$ cat src/rtl/pmem_arbiter.sv
// pmem_arbiter
//   Shares the single physical-memory port between the I-cache and D-cache
//   controllers. One line-granular request is granted at a time; the
//   winner's command is latched on the grant edge and driven to memory until
//   pmem_resp. The response pulse is routed back only to the winner.
//
// Ports
//   clk, rst                 clock, synchronous active-high reset
//   i_pmem_read/addr         I-cache line read request
//   i_pmem_rdata/resp        line data / completion back to the I-cache
//   d_pmem_read/write/addr   D-cache line read or writeback request
//   d_pmem_wdata             D-cache writeback line
//   d_pmem_rdata/resp        line data / completion back to the D-cache
//   pmem_read/write/addr     command to main memory (registered)
//   pmem_wdata               write line to main memory (registered)
//   pmem_rdata/resp          data / completion from main memory
//
// Configuration
//   PMEM_ARB_RR_EN  defined:   simultaneous requests alternate using last_grant
//                   undefined: fixed priority, the D-cache wins every tie
module pmem_arbiter #(
  parameter int ADDR_W = 32,
  parameter int LINE_W = 256
) (
  input  logic              clk,
  input  logic              rst,
  input  logic              i_pmem_read,
  input  logic [ADDR_W-1:0] i_pmem_addr,
  output logic [LINE_W-1:0] i_pmem_rdata,
  output logic              i_pmem_resp,
  input  logic              d_pmem_read,
  input  logic              d_pmem_write,
  input  logic [ADDR_W-1:0] d_pmem_addr,
  input  logic [LINE_W-1:0] d_pmem_wdata,
  output logic [LINE_W-1:0] d_pmem_rdata,
  output logic              d_pmem_resp,
  output logic              pmem_read,
  output logic              pmem_write,
  output logic [ADDR_W-1:0] pmem_addr,
  output logic [LINE_W-1:0] pmem_wdata,
  input  logic [LINE_W-1:0] pmem_rdata,
  input  logic              pmem_resp
);

  typedef enum logic [1:0] {
    IDLE    = 2'd0,
    SERVE_I = 2'd1,
    SERVE_D = 2'd2
  } state_e;

  state_e              state_q, state_d;
  logic [ADDR_W-1:0]   addr_q, addr_d;
  logic [LINE_W-1:0]   wdata_q, wdata_d;
  logic                rd_q, rd_d;
  logic                wr_q, wr_d;

  logic                i_req_s;
  logic                d_req_s;
  logic                tie_to_i_s;

  assign i_req_s = i_pmem_read;
  // A read and write raised together is illegal; it is served as a write.
  assign d_req_s = d_pmem_read | d_pmem_write;

`ifdef PMEM_ARB_RR_EN
  // last_grant encoding: 1 = D-cache, 0 = I-cache
  logic last_grant_q, last_grant_d;
  // A tie goes to whichever cache was not granted last.
  assign tie_to_i_s = last_grant_q;
`else
  assign tie_to_i_s = 1'b0;
`endif

  // Next-state, grant arbitration and command latch update.
  always_comb begin
    state_d = state_q;
    addr_d  = addr_q;
    wdata_d = wdata_q;
    rd_d    = rd_q;
    wr_d    = wr_q;
`ifdef PMEM_ARB_RR_EN
    last_grant_d = last_grant_q;
`endif
    case (state_q)
      IDLE: begin
        if (d_req_s && !(i_req_s && tie_to_i_s)) begin
          state_d = SERVE_D;
          addr_d  = d_pmem_addr;
          wdata_d = d_pmem_wdata;
          wr_d    = d_pmem_write;
          rd_d    = ~d_pmem_write;
`ifdef PMEM_ARB_RR_EN
          last_grant_d = 1'b1;
`endif
        end else if (i_req_s) begin
          // wdata is irrelevant for a read; keep the last latched line.
          state_d = SERVE_I;
          addr_d  = i_pmem_addr;
          rd_d    = 1'b1;
          wr_d    = 1'b0;
`ifdef PMEM_ARB_RR_EN
          last_grant_d = 1'b0;
`endif
        end else begin
          // No request: stay idle, pmem_resp here is ignored.
          state_d = IDLE;
        end
      end
      SERVE_I, SERVE_D: begin
        // Requester input changes are ignored; only pmem_resp ends the
        // transaction, and a forced IDLE cycle follows every completion.
        if (pmem_resp) begin
          state_d = IDLE;
          rd_d    = 1'b0;
          wr_d    = 1'b0;
        end else begin
          state_d = state_q;
        end
      end
      default: begin
        state_d = IDLE;
        rd_d    = 1'b0;
        wr_d    = 1'b0;
      end
    endcase
  end

  // State and command latch registers with synchronous reset.
  always_ff @(posedge clk) begin
    if (rst) begin
      state_q <= IDLE;
      addr_q  <= {ADDR_W{1'b0}};
      wdata_q <= {LINE_W{1'b0}};
      rd_q    <= 1'b0;
      wr_q    <= 1'b0;
    end else begin
      state_q <= state_d;
      addr_q  <= addr_d;
      wdata_q <= wdata_d;
      rd_q    <= rd_d;
      wr_q    <= wr_d;
    end
  end

`ifdef PMEM_ARB_RR_EN
  // Round-robin history, reset to favour the I-cache on the first tie.
  always_ff @(posedge clk) begin
    if (rst) begin
      last_grant_q <= 1'b1;
    end else begin
      last_grant_q <= last_grant_d;
    end
  end
`endif

  // Command outputs come straight from the latches, so they are glitch-free
  // and stable for the whole transaction.
  assign pmem_read  = rd_q;
  assign pmem_write = wr_q;
  assign pmem_addr  = addr_q;
  assign pmem_wdata = wdata_q;

  // Read data is shared; it is only meaningful alongside the matching resp.
  assign i_pmem_rdata = pmem_rdata;
  assign d_pmem_rdata = pmem_rdata;

  // Completion is a same-cycle pass-through of pmem_resp to the winner only.
  // During reset an outstanding response is dropped.
  assign i_pmem_resp = ~rst & pmem_resp & (state_q == SERVE_I);
  assign d_pmem_resp = ~rst & pmem_resp & (state_q == SERVE_D);

endmodule

$ cat config.mk
export PLATFORM = sky130hd
export DESIGN_NAME = pmem_arbiter
export DESIGN_NICKNAME = d
export VERILOG_FILES = /design/src/rtl/pmem_arbiter.sv
export SDC_FILE = /design/constraint.sdc
export NUM_CORES = 1
export LEC_CHECK = 0
export BUFFER_PORTS_ARGS = -buffer_cell sky130_fd_sc_hd__buf_2
export CAP_MARGIN = 40
export CORE_AREA = 2 2 541 543
export DETAILED_ROUTE_END_ITERATION = 12
export DIE_AREA = 0 0 543 545
export PLACE_DENSITY = 0.3
export SKIP_LAST_GASP = 1
export SYNTH_ARGS = -nofsm -noshare
export SYNTH_HDL_FRONTEND = slang
export SYNTH_SLANG_ARGS = --single-unit
$ cat constraint.sdc
create_clock -name clk -period 1.48 [get_ports clk]
set_clock_uncertainty 0.15 [all_clocks]
set_input_delay 0.222 -clock clk [delete_from_list [all_inputs] [get_ports clk]]
set_output_delay 0.222 -clock clk [all_outputs]
set_load 0.05 [all_outputs]
==> reports/qor.txt <==
buffer and inverter count on the worst path - 3
global-route wire length before repair - 200 mm
worst slack, placed - -0.257 ns
Post-Route Setup TNS - -133.00 ns
R2R Setup Slk - -0.48 ns
CP arrival - 1.66 ns
Final Util - 10.4%
status - finished, violations left
crit-path max cell delay - 0.33 ns
Setup violations, final - 583
Post-Syn Nets - 2421
Least-Margin Pin Slew - 0.562 ns
Final WS setup - -0.554 ns
FF+latch area - 6180 um2
post-synthesis adder-cell area fraction - 0.261%
Post-synth top flop - dfxtp_1
Layout Cells excl Fill - 6332
FF+latch count, synth - 292
Clock Path Buffers - 3
post-synth top area cell - dfxtp_1
slowest cell on the critical path - dfxtp_2
FFs w/ async S/R, synth - 0%
Tmin final - 2.03 ns
top-count cell post-synth - nand2_1
DRC - 0
GRT Total Usage - 10.9%
maximum vdd drop - 858 uV
Worst Path Required - 1.11 ns
DRT Pass-1 Iters - 4
I/O Pins - 1386
startpoint type of the worst setup path - flip-flop
RSZ-0062 raised after global routing - true
post-synth cell types - 24
Final HPWL DP - 148 mm
fillcell total - 33600
DP Cell Count - 5800
compound-cell area share of the yosys netlist - 12.4%
Syn Std Cell Area - 14400 um2
Clock H-tree levels - 2
Final Cycle Share - 137%
R2R Path Start - state_q[1]
Die H - 545 um
pin count of the biggest net entering global routing - 52
Mean Syn Cell Area - 7.83 um2
simple-gate share of the synthesized area - 15.6%
Num CTS Buffers - 45
Root Driver - clkbuf_16
CTS Sinks - 292
Cell Rows - 198
Commonest cells post-synth - nand2_1 (547), buf_4 (531), dfxtp_1 (292), a21oi_1 (261), clkbuf_1 (40)
Multi-input gate area - 4860 um2
final hold violation count - 0
pwr dens - 1130 nW/um2
crit path launch - state_q[1]
Initial Util - 4.96%
Avg WL per Cell - 28.4 um
Tot Pwr - 33.8 mW
Clock transition at path regs - 0.06 ns
synthesis-to-finish area growth - 109%
remaining antenna violation count - 0
share of the yosys chip area belonging to registers - 40.7%
Crit. End Element - output pin
Via Count - 15200
failing checks - setup timing
core area - 290000 um2
Fmax achieved - 0.492 GHz
layout cells sized above 1 - 52.7%
delay-heaviest family, CP - flip-flops
Max-slew headroom - 62.4%
Hold Crit Start - d_pmem_read
DR vias/cell - 2.40
post-synth top area share - 40.7%
Critical Path Fanout Max - 2
Post-Syn Instances - 1836
min-delay worst type - input pin to flip-flop
chip width - 543 um
largest family of logic cells by synthesized area - buffers and inverters
initial antenna violation count - 120
xor-xnor portion of the synthesized cell area - 0%
synth warn - 0
gpl congestion - 0.800
die area - 296000 um2
CTS tree - yes
Leakage - 11.3 nW
number of global-route vias before repair - 14900
Post-synth EDFFs - 0
Max-cap violations - 0
Synth area leaders - dfxtp_1 (41%), buf_4 (28%), nand2_1 (14%), a21oi_1 (9.1%), a311oi_1 (1.9%)
Iteration-0 DRC Markers - 646
Final Slew Violations - 0
GRT Residual Overflow - 0
Clock Latency Late Sink - 0.66 ns
Port Buffers - 617
Final nets - 2959
crit path cell chain - inv_2, buf_6, ha_4, and3b_2, buf_12
post-synthesis mux area share - 0%
critical path start-end classification - flip-flop to output pin
DRT Wirelength - 180 mm
==> per-layer routing <==
metal | vias up | track usage, % | wire length, um
met5 | - | 0.0649 | 191
met4 | 30 | 6.29 | 11600
met3 | 552 | 12.1 | 41000
met2 | 1261 | 16.6 | 77100
met1 | 6873 | 8.23 | 49700
li1 | 6485 | - | -
==> tightest hold or removal path, stage by stage <==
cell and delay (ns):
buf_2 0.14, o31a_2 0.22, buf_4 0.19, a311oi_1 0.09
==> cell families after synthesis <==
logic type               after synthesis
buffers and inverters                623
AND/OR/NAND/NOR                      589
AO/OA/AOI/OAI                        329
flip-flops                           292
adder cells (fa/ha/maj)                3
==> through the flow <==
stage / hold WS, ns / instance area, um2
global route: 0.0889 / 30000
finish: 0.0887 / 30000
detailed placement: 0.293 / 19000
floorplan: 0.208 / 14400
global placement: 0.292 / 19000
CTS: -0.0103 / 27800
==> flip-flops by register name, summed over array words and instances, names as in the netlist <==
| signal | count |
|---|---|
| pmem_write | 1 |
| pmem_wdata | 256 |
| pmem_read | 1 |
| pmem_addr | 32 |
| state_q | 2 |
==> where the power goes <==
part           total, mW  internal, mW  switching (mW)
combinational       12.5          5.31            7.16
clock               11.9          7.01            4.88
sequential          9.48          8.71           0.769
==> path summary, 6_finish.rpt <==
check	to	depth (start not counted)
min reg2reg	pmem_wdata[209]	2
max reg2reg	pmem_wdata[237]	9
min	pmem_addr[9]	4
max	i_pmem_resp	5
==> cell usage in the layout, fill, tap and decap left out, drive strengths merged, types with 2 or more instances in the layout <==
cell and count:
ha 3, buf 753, clkbuf 88, clkinv 8, nand2 547, o21ai 34, dfxtp 292, diode 27
nor2 33, a311oi 32, a21oi 261, and3b 2, bufinv 6, dlygate4sd3 326, inv 6, clkinvlp 4
==> final cells by class <==
class                   instances  share of cell area (%)
repair buffers               1111                    41.5
flip-flops and latches        292                    20.6
well taps                    3900                    16.2
multi-input cells             921                    16.2
clock buffers                  57                    4.13
clock inverters                21                    1.09
diodes                         27                   0.225
inverters                       3                  0.0375
==> timing repair <==
action	in CTS	in global routing
hold buffers	327	0
pin swaps	7	84
gates resized for setup	1091	268
endpoints found under the setup margin	581	584
hold endpoints to repair	292	0
buffers inserted	27	25
gates cloned	6	46
Power figures use the tool's default switching activity.
